### config.mk
export PLATFORM = sky130hd
export DESIGN_NAME = ring_window_counter
export DESIGN_NICKNAME = d
export VERILOG_FILES = /design/src/rtl/ring_window_counter_pkg.sv /design/src/rtl/ring_sync.sv /design/src/rtl/ring_window_counter.sv
export SDC_FILE = /design/constraint.sdc
export NUM_CORES = 1
export LEC_CHECK = 0
export CORE_UTILIZATION = 60
export CTS_CLUSTER_DIAMETER = 40
export DETAILED_ROUTE_END_ITERATION = 8
export GPL_TIMING_DRIVEN = 0
export PLACE_DENSITY = 0.85
export SLEW_MARGIN = 30
export SYNTH_ARGS = -nofsm -noshare
export SYNTH_HDL_FRONTEND = slang
export SYNTH_SLANG_ARGS = --single-unit
### constraint.sdc
create_clock -name wb_clk_i -period 6.6 [get_ports wb_clk_i]
set_clock_uncertainty 0.05 [all_clocks]
set_input_delay 1.32 -clock wb_clk_i [delete_from_list [all_inputs] [get_ports wb_clk_i]]
set_output_delay 1.32 -clock wb_clk_i [all_outputs]
set_load 0.01 [all_outputs]
### src/rtl/ring_window_counter_pkg.sv
// Shared types and constants for the ring-oscillator window counter.
// Imported by ring_window_counter and ring_sync.
package ring_window_counter_pkg;

  typedef enum logic [1:0] {
    StIdle,
    StSettle,
    StCount,
    StDone
  } state_e;

  // Cycles spent flushing the ring synchroniser before counting starts.
  localparam int unsigned SETTLE_CYCLES = 2;

  localparam int unsigned SettleCntW = (SETTLE_CYCLES > 1) ? $clog2(SETTLE_CYCLES) : 1;

endpackage

### src/rtl/ring_sync.sv
// Two-flop synchroniser for the free-running ring/chain output.
// Synchronous active-high reset clears both stages to 0.
module ring_sync
  import ring_window_counter_pkg::*;
(
  input  logic clk_i,
  input  logic rst_i,
  input  logic d_i,
  output logic q_o
);

  logic meta_q;
  logic sync_q;

  always_ff @(posedge clk_i) begin
    if (rst_i) begin
      meta_q <= 1'b0;
      sync_q <= 1'b0;
    end else begin
      meta_q <= d_i;
      sync_q <= meta_q;
    end
  end

  assign q_o = sync_q;

endmodule

### src/rtl/ring_window_counter.sv
// Counts rising edges of an asynchronous ring oscillator over a window of wb_clk_i cycles.
// Optional sticky saturation flag: define RING_WINDOW_COUNTER_OVF_EN.
module ring_window_counter
  import ring_window_counter_pkg::*;
#(
  parameter int unsigned WINDOW_W = 16,
  parameter int unsigned COUNT_W  = 12
) (
  input  logic                wb_clk_i,
  input  logic                wb_rst_i,
  input  logic                active,
  input  logic                ring_in,
  input  logic                start,
  input  logic [WINDOW_W-1:0] window_len,
  output logic                enable_ring,
  output logic                busy,
  output logic                done,
  output logic [COUNT_W-1:0]  count,
  output logic                overflow
);

  localparam logic [COUNT_W-1:0]    CountMax   = '1;
  localparam logic [SettleCntW-1:0] SettleLast = SettleCntW'(SETTLE_CYCLES - 1);

  state_e                state_q, state_d;
  logic                  start_q;
  logic [WINDOW_W-1:0]   win_q, win_d;
  logic [WINDOW_W-1:0]   cyc_q, cyc_d;
  logic [SettleCntW-1:0] settle_q, settle_d;
  logic [COUNT_W-1:0]    count_q, count_d;
  logic                  ring_prev_q, ring_prev_d;

  logic ring_s;
  logic start_edge;
  logic accept_start;
  logic ring_rise;
  logic inc_req;

  ring_sync u_ring_sync (
    .clk_i (wb_clk_i),
    .rst_i (wb_rst_i),
    .d_i   (ring_in),
    .q_o   (ring_s)
  );

  assign start_edge   = start & ~start_q;
  assign accept_start = active & start_edge & ((state_q == StIdle) | (state_q == StDone));
  assign ring_rise    = ring_s & ~ring_prev_q;
  assign inc_req      = active & (state_q == StCount) & ring_rise;

  always_comb begin
    state_d     = state_q;
    win_d       = win_q;
    cyc_d       = cyc_q;
    settle_d    = settle_q;
    count_d     = count_q;
    ring_prev_d = ring_prev_q;

    if (!active) begin
      // Deselected: abandon any run, keep the last count visible.
      state_d = StIdle;
    end else begin
      unique case (state_q)
        StIdle, StDone: begin
          if (accept_start) begin
            count_d  = '0;
            win_d    = window_len;
            cyc_d    = '0;
            settle_d = '0;
            state_d  = (window_len == '0) ? StDone : StSettle;
          end
        end
        StSettle: begin
          settle_d = settle_q + 1'b1;
          if (settle_q == SettleLast) begin
            // Prime the edge detector so the first COUNT cycle sees no false rise.
            ring_prev_d = ring_s;
            state_d     = StCount;
          end
        end
        StCount: begin
          ring_prev_d = ring_s;
          if (ring_rise && (count_q != CountMax)) begin
            count_d = count_q + 1'b1;
          end
          cyc_d = cyc_q + 1'b1;
          if (cyc_q == (win_q - WINDOW_W'(1))) begin
            state_d = StDone;
          end
        end
        default: begin
          state_d = StIdle;
        end
      endcase
    end
  end

  always_ff @(posedge wb_clk_i) begin
    if (wb_rst_i) begin
      state_q     <= StIdle;
      start_q     <= 1'b0;
      win_q       <= '0;
      cyc_q       <= '0;
      settle_q    <= '0;
      count_q     <= '0;
      ring_prev_q <= 1'b0;
    end else begin
      state_q     <= state_d;
      start_q     <= start;
      win_q       <= win_d;
      cyc_q       <= cyc_d;
      settle_q    <= settle_d;
      count_q     <= count_d;
      ring_prev_q <= ring_prev_d;
    end
  end

`ifdef RING_WINDOW_COUNTER_OVF_EN
  logic ovf_q, ovf_d;

  always_comb begin
    ovf_d = ovf_q;
    if (accept_start) begin
      ovf_d = 1'b0;
    end else if (inc_req && (count_q == CountMax)) begin
      ovf_d = 1'b1;
    end
  end

  always_ff @(posedge wb_clk_i) begin
    if (wb_rst_i) begin
      ovf_q <= 1'b0;
    end else begin
      ovf_q <= ovf_d;
    end
  end

  assign overflow = ovf_q;
`else
  assign overflow = 1'b0;
`endif

  assign enable_ring = (state_q == StSettle) | (state_q == StCount);
  assign busy        = (state_q == StSettle) | (state_q == StCount);
  assign done        = (state_q == StDone);
  assign count       = count_q;

endmodule

Word level (Yosys, flattened, before mapping)
Cells that the tools add are included.

storage, ports and cells
  bits of input ports = 21
  logic and storage cells = 59
  flip-flop bits (word level) = 51
  output and inout port bits = 16

operators by class
  multiplexer cells = 14
  reductions and logical operators = 14
  $add $sub $neg = 4
  equal/unequal tests = 9
  bitwise logic cells = 9

operator list
  kind                                                                  number
  16-bit one-hot mux with 2 select lines                                1
  12-bit two-way mux                                                    2
  12-bit one-hot mux with 2 select lines                                1
  16-bit by 1-bit adder with 16-bit output, second input constant       1
  16-bit == test                                                        1
  16-bit zero test                                                      1
  16-bit two-way mux                                                    1
  16-bit by 1-bit subtractor with 16-bit output, second input constant  1
  3-bit AND reduction                                                   5
  12-bit by 1-bit adder with 12-bit output, second input constant       1
  12-bit inequality test, second input constant                         1
  2-bit two-way mux                                                     4
  2-bit inequality test, second input constant                          4
  2-bit one-hot mux with 3 select lines                                 1
  2-bit nonzero test                                                    3
  1-bit AND                                                             4
  2-bit == test, second input constant                                  2
  1-bit one-hot mux with 2 select lines                                 2
  4-bit AND reduction                                                   1
  2-bit OR reduction                                                    2
  1-bit inverter                                                        3
  2-bit by 1-bit == test with 1-bit output, second input constant       1
  2-bit zero test                                                       1
  1-bit two-way mux                                                     2
  3 further kinds                                                       4

Longest topological paths before layout
  depth after elaboration = 6
  gate-level depth with buffers = 11
  depth with buffers taken out = 9

Hierarchy
Synthesis repeated with hierarchy kept, for this count alone.

unflattened totals
  cells, all modules = 349
  area total of the unflattened synthesis = 2822.7 sq um

modules (own cells, without submodules)
  module               area an instance (sq um)  instances  cells each  seq. area each (sq um)
  ring_window_counter  2770.2                    1          345         980.9
  ring_sync            52.6                      1          4           40.0

Least setup slack after synthesis
Ideal clock, no wire load.

  path type = input port to flip-flop
  from = in start
  to = reg cyc_q[11]
  stages = 7
  buffers on the path = 1
  library setup time = 0.070 ns
  required time = 6.480 ns
  slack = 3.662 ns
  data arrival time = 2.818 ns
  path through = nand2b_1 > a211oi_2 > nand4_1 > or2_2 > clkbuf_1 > or3_1 > a21oi_1

between the ends
  cells in the longest elaborated chain, start to end = 5

ends and longest elaborated chain
  element                                 line                        text
  from (decl)                             ring_window_counter.sv:13   input logic start,
  1-bit AND                               ring_window_counter.sv:46   assign start_edge = start & ~start_q;
  1-bit AND (2 in a row)                  ring_window_counter.sv:47   assign accept_start = active & start_edge & ((state_q == StIdle) | (state_q == StDone));
  2-bit inequality test (no source line)  n/a
  3-bit AND reduction (no source line)    n/a
  to (signal assigned)                    ring_window_counter.sv:111  cyc_q <= cyc_d;
  to (decl)                               ring_window_counter.sv:28   logic [WINDOW_W-1:0] cyc_q, cyc_d;

Every way passes these cells.
A chain may end at the register's enable or synchronous reset.

Worst setup path after layout
  from = in active
  to = reg state_q[0]

between the ends
  cells in the longest elaborated chain, start to end = 4
  elaborated cells between the ends (all ways) = 6
  classes of those cells = eq/ne: 1; bitwise: 3; reduce/logical: 2

ends and longest elaborated chain
  element                                 line                        text
  from (decl)                             ring_window_counter.sv:11   input logic active,
  1-bit AND (2 in a row)                  ring_window_counter.sv:47
  2-bit inequality test (no source line)  n/a
  3-bit AND reduction (no source line)    n/a
  to (signal assigned)                    ring_window_counter.sv:100  state_q <= StIdle;
  to (signal assigned)                    ring_window_counter.sv:108  state_q <= state_d;
  to (decl)                               ring_window_counter.sv:25   state_e state_q, state_d;

Several ways; a longest one is shown, not always the timed one.

==> flow_summary.yaml <==
timing:
  tightest_slew_ns: 0.624
  grt_setup_unrepaired: "no"
  relSlewSlack_pct: 57.3
  period_share_pct: 55.2
  setup_tns_ns: 0
  setup_viol: 0
  fmax_mhz: 275
  hold_viol_final: 0
  drv_slew: 0
  min_period_ns: 3.64
worst_setup_path:
  end_kind: "flop"
  reg2reg_depth: 9
  cp.required_ns: 6.78
  worstPathMaxFanout: 3
  rrSetupSlack_ns: 3.74
  worstPathArrival_ns: 3.82
  r2r_end: "state_q[0]$_SDFFE_PP0P_"
  start_kind: "primary input"
  reg2reg_from: "state_q[0]$_SDFFE_PP0P_"
  crit_type: "primary input to flop"
clocking:
  cts_buffer_depth: 2
  cts.repair.resized: 0
  clockRootBuffer: "clkbuf_8"
  cts_setup_buffers: 0
  clkTransAtPathRegs_ns: 0.08
  cts_tree: "yes"
  cts.sinks: 51
  ctsHoldBuffers: 0
  htreeDepth: 2
  tritoncts.num_buffers: 5
  clk_latency_ns: 0.30
routing:
  wl_per_cell_um: 14.6
  wirelength_um: 6860
  drc_errors: 0
  antenna_left: 0
  drt-initial-drc-count: 174
  vias: 2747
  drt_first_pass_iters: 4
  viasPerCell: 5.86
floorplan:
  fp.coreArea_um2: 4500
  io_pins: 37
  num_rows: 24
  die_y_um: 71.7
  initial_core_util_pct: 64.6
  dieArea_um2: 5140
  die_w_um: 71.7
hold_path:
  hp-start: "u_ring_sync.meta_q$_SDFF_PP0_"
  hold_class: "flop to flop"
  whs_endpoint: "u_ring_sync.q_o$_SDFF_PP0_"
  holdPathStages: 1
synthesis:
  ys_seq_area_share_pct: 35.1
  synth_edf_count: 0
  yosysTopAreaCellShare_pct: 35.1
  synth.area.top_cells: "dfxtp_1 (35%), xnor2_1 (6.6%), nand2_1 (6.6%), nor2_1 (5.4%), a21oi_1 (5.3%)"
  synth_largest_area_cell: "dfxtp_1"
  synth_area_per_cell_um2: 7.76
  yosysWarnings: 0
  synthFlopType: "dfxtp_1"
  ys_top_cells_by_count: "dfxtp_1 (51), nand2_1 (51), nor2_1 (42)"
  async_flop_share_pct: 0
  synth_nets: 403
  synth_area_um2: 2910
  syn_inst: 375
  yosys_register_bits: 51
  synthDistinctLibCells: 52
run_status:
  status: "finished, final reports clean"
power:
  power_density_nw_per_um2: 176
  p_leak_nw: 1.19
  max-vdd-ir-drop_v: 0.000135
layout:
  final_area_um2: 3400
  drive_gt1_share_pct: 5.28
  final_util_pct: 75.4
  multi_input_area_um2: 1730
  fillCellCount: 345
  areaGrowthSynthToFinish_pct: 16.7
  fin_nets: 444
  seq_area_um2: 1020
  instances_no_fill: 469
  antenna_cells: 0
global_routing:
  track_usage_pct: 28.5
  grt_pass1_vias: 2582
  grt_max_degree: 15
  grt_overflow_total: 0
  antenna_found_initial: 0
  grt_pass1_wl_um: 11500
placement:
  post_dp_cell_area_um2: 3320
  dpl.hpwl_um: 5240
  numPortBuffers: 34
  place_congestion: 0.931
  dp_cells: 461
flow_run:
  maxCapViolCount: 0
## where the power goes
group,internal [mW],switching (mW),leakage (nW)
registers,0.313,0.00583,0.413
clock network,0.0747,0.0997,0.0422
logic,0.0448,0.0585,0.733
## metal layers
| layer | GRT usage [%] | vias up | share of wire (%) |
|---|---|---|---|
| met5 | 0 | - | 0 |
| met4 | 9.80 | 0 | 2.2 |
| met3 | 5.49 | 14 | 5.4 |
| met2 | 49.1 | 73 | 49 |
| met1 | 35.6 | 1287 | 43 |
| li1 | - | 1373 | - |
## flip-flops by register name, indices dropped and copies added (netlist names)
register and flops:
cyc_q 16, win_q 16, count 12, state_q 2, ring_prev_q 1, settle_q 1
start_q 1, u_ring_sync.meta_q 1, u_ring_sync.q_o 1
## cell usage in the layout (no fill, tap or decap), types with 2 or more instances in the layout
master	synthesis	layout
nand2_1	51	51
dfxtp_1	51	51
nor2_1	42	42
clkdlybuf4s50_1	0	34
a21oi_1	31	31
xnor2_1	22	22
o21ai_0	16	16
clkbuf_1	13	15
inv_1	12	12
nand3_1	12	12
xor2_1	12	12
nor3_1	11	11
nand4_1	9	9
nor4_1	9	9
or3_1	7	7
ha_1	7	7
clkbuf_8	1	6
nand2b_1	5	5
a21o_1	5	5
nor2b_1	5	5
mux2i_1	5	5
or2_2	4	4
a211o_1	3	3
and3_1	3	3
buf_4	3	3
o211ai_1	3	3
buf_2	2	2
buf_1	2	2
and2_1	2	2
nand4b_1	2	2
a31oi_1	2	2
a22oi_1	2	2
## per-stage QoR
step	hold WS [ns]	power, mW	worst slack, ns
6_report	0.406	0.597	2.96
5_1_grt	0.433	0.623	2.75
4_1_cts	0.414	0.598	3.05
3_5_place_dp	0.390	0.428	2.73
3_3_place_gp	0.379	0.425	2.70
2_1_floorplan	0.364	0.394	3.66
## final cells by class
class                   instances  area share (%)
plain buffers                  22            3.35
clock buffers                   7            2.25
clock inverters                 1           0.147
inverters                      12            1.33
multi-input cells             290            51.0
flip-flops and latches         51            30.0
well taps                      52            1.91
repair buffers                 34            10.0
## how the worst max path moves through the flow
| stage | slack [ns] | endpoint | from |
|---|---|---|---|
| 2_1_floorplan | 3.66 | cyc_q[11]$_SDFFE_PP0P_ | start |
| 3_3_place_gp | 2.70 | state_q[0]$_SDFFE_PP0P_ | active |
| 6_report | 2.96 | state_q[0]$_SDFFE_PP0P_ | active |
| 5_1_grt | 2.75 | state_q[0]$_SDFFE_PP0P_ | active |
| 4_1_cts | 3.05 | state_q[0]$_SDFFE_PP0P_ | active |
| 3_5_place_dp | 2.73 | state_q[0]$_SDFFE_PP0P_ | active |
## critical path, stage by stage
cell and delay, ns:
clkdlybuf4s50_1 0.51, nand3b_1 0.14, a21o_1 0.23, a2111oi_0 0.51, nand4_1 0.20, a2111o_1 0.44, o21ai_0 0.24, mux2i_1 0.23
## kinds of logic after synthesis
kind of cell	Yosys count	share of synthesized area, %
AND/OR/NAND/NOR	171	29.1
adder cells (fa/ha/maj)	7	3.01
XOR/XNOR	34	10.2
other	1	0.129
multiplexers	6	2.11
flip-flops	51	35.1
buffers and inverters	34	5.46
AO/OA/AOI/OAI	71	14.9
(Power assumes the default switching activity.)
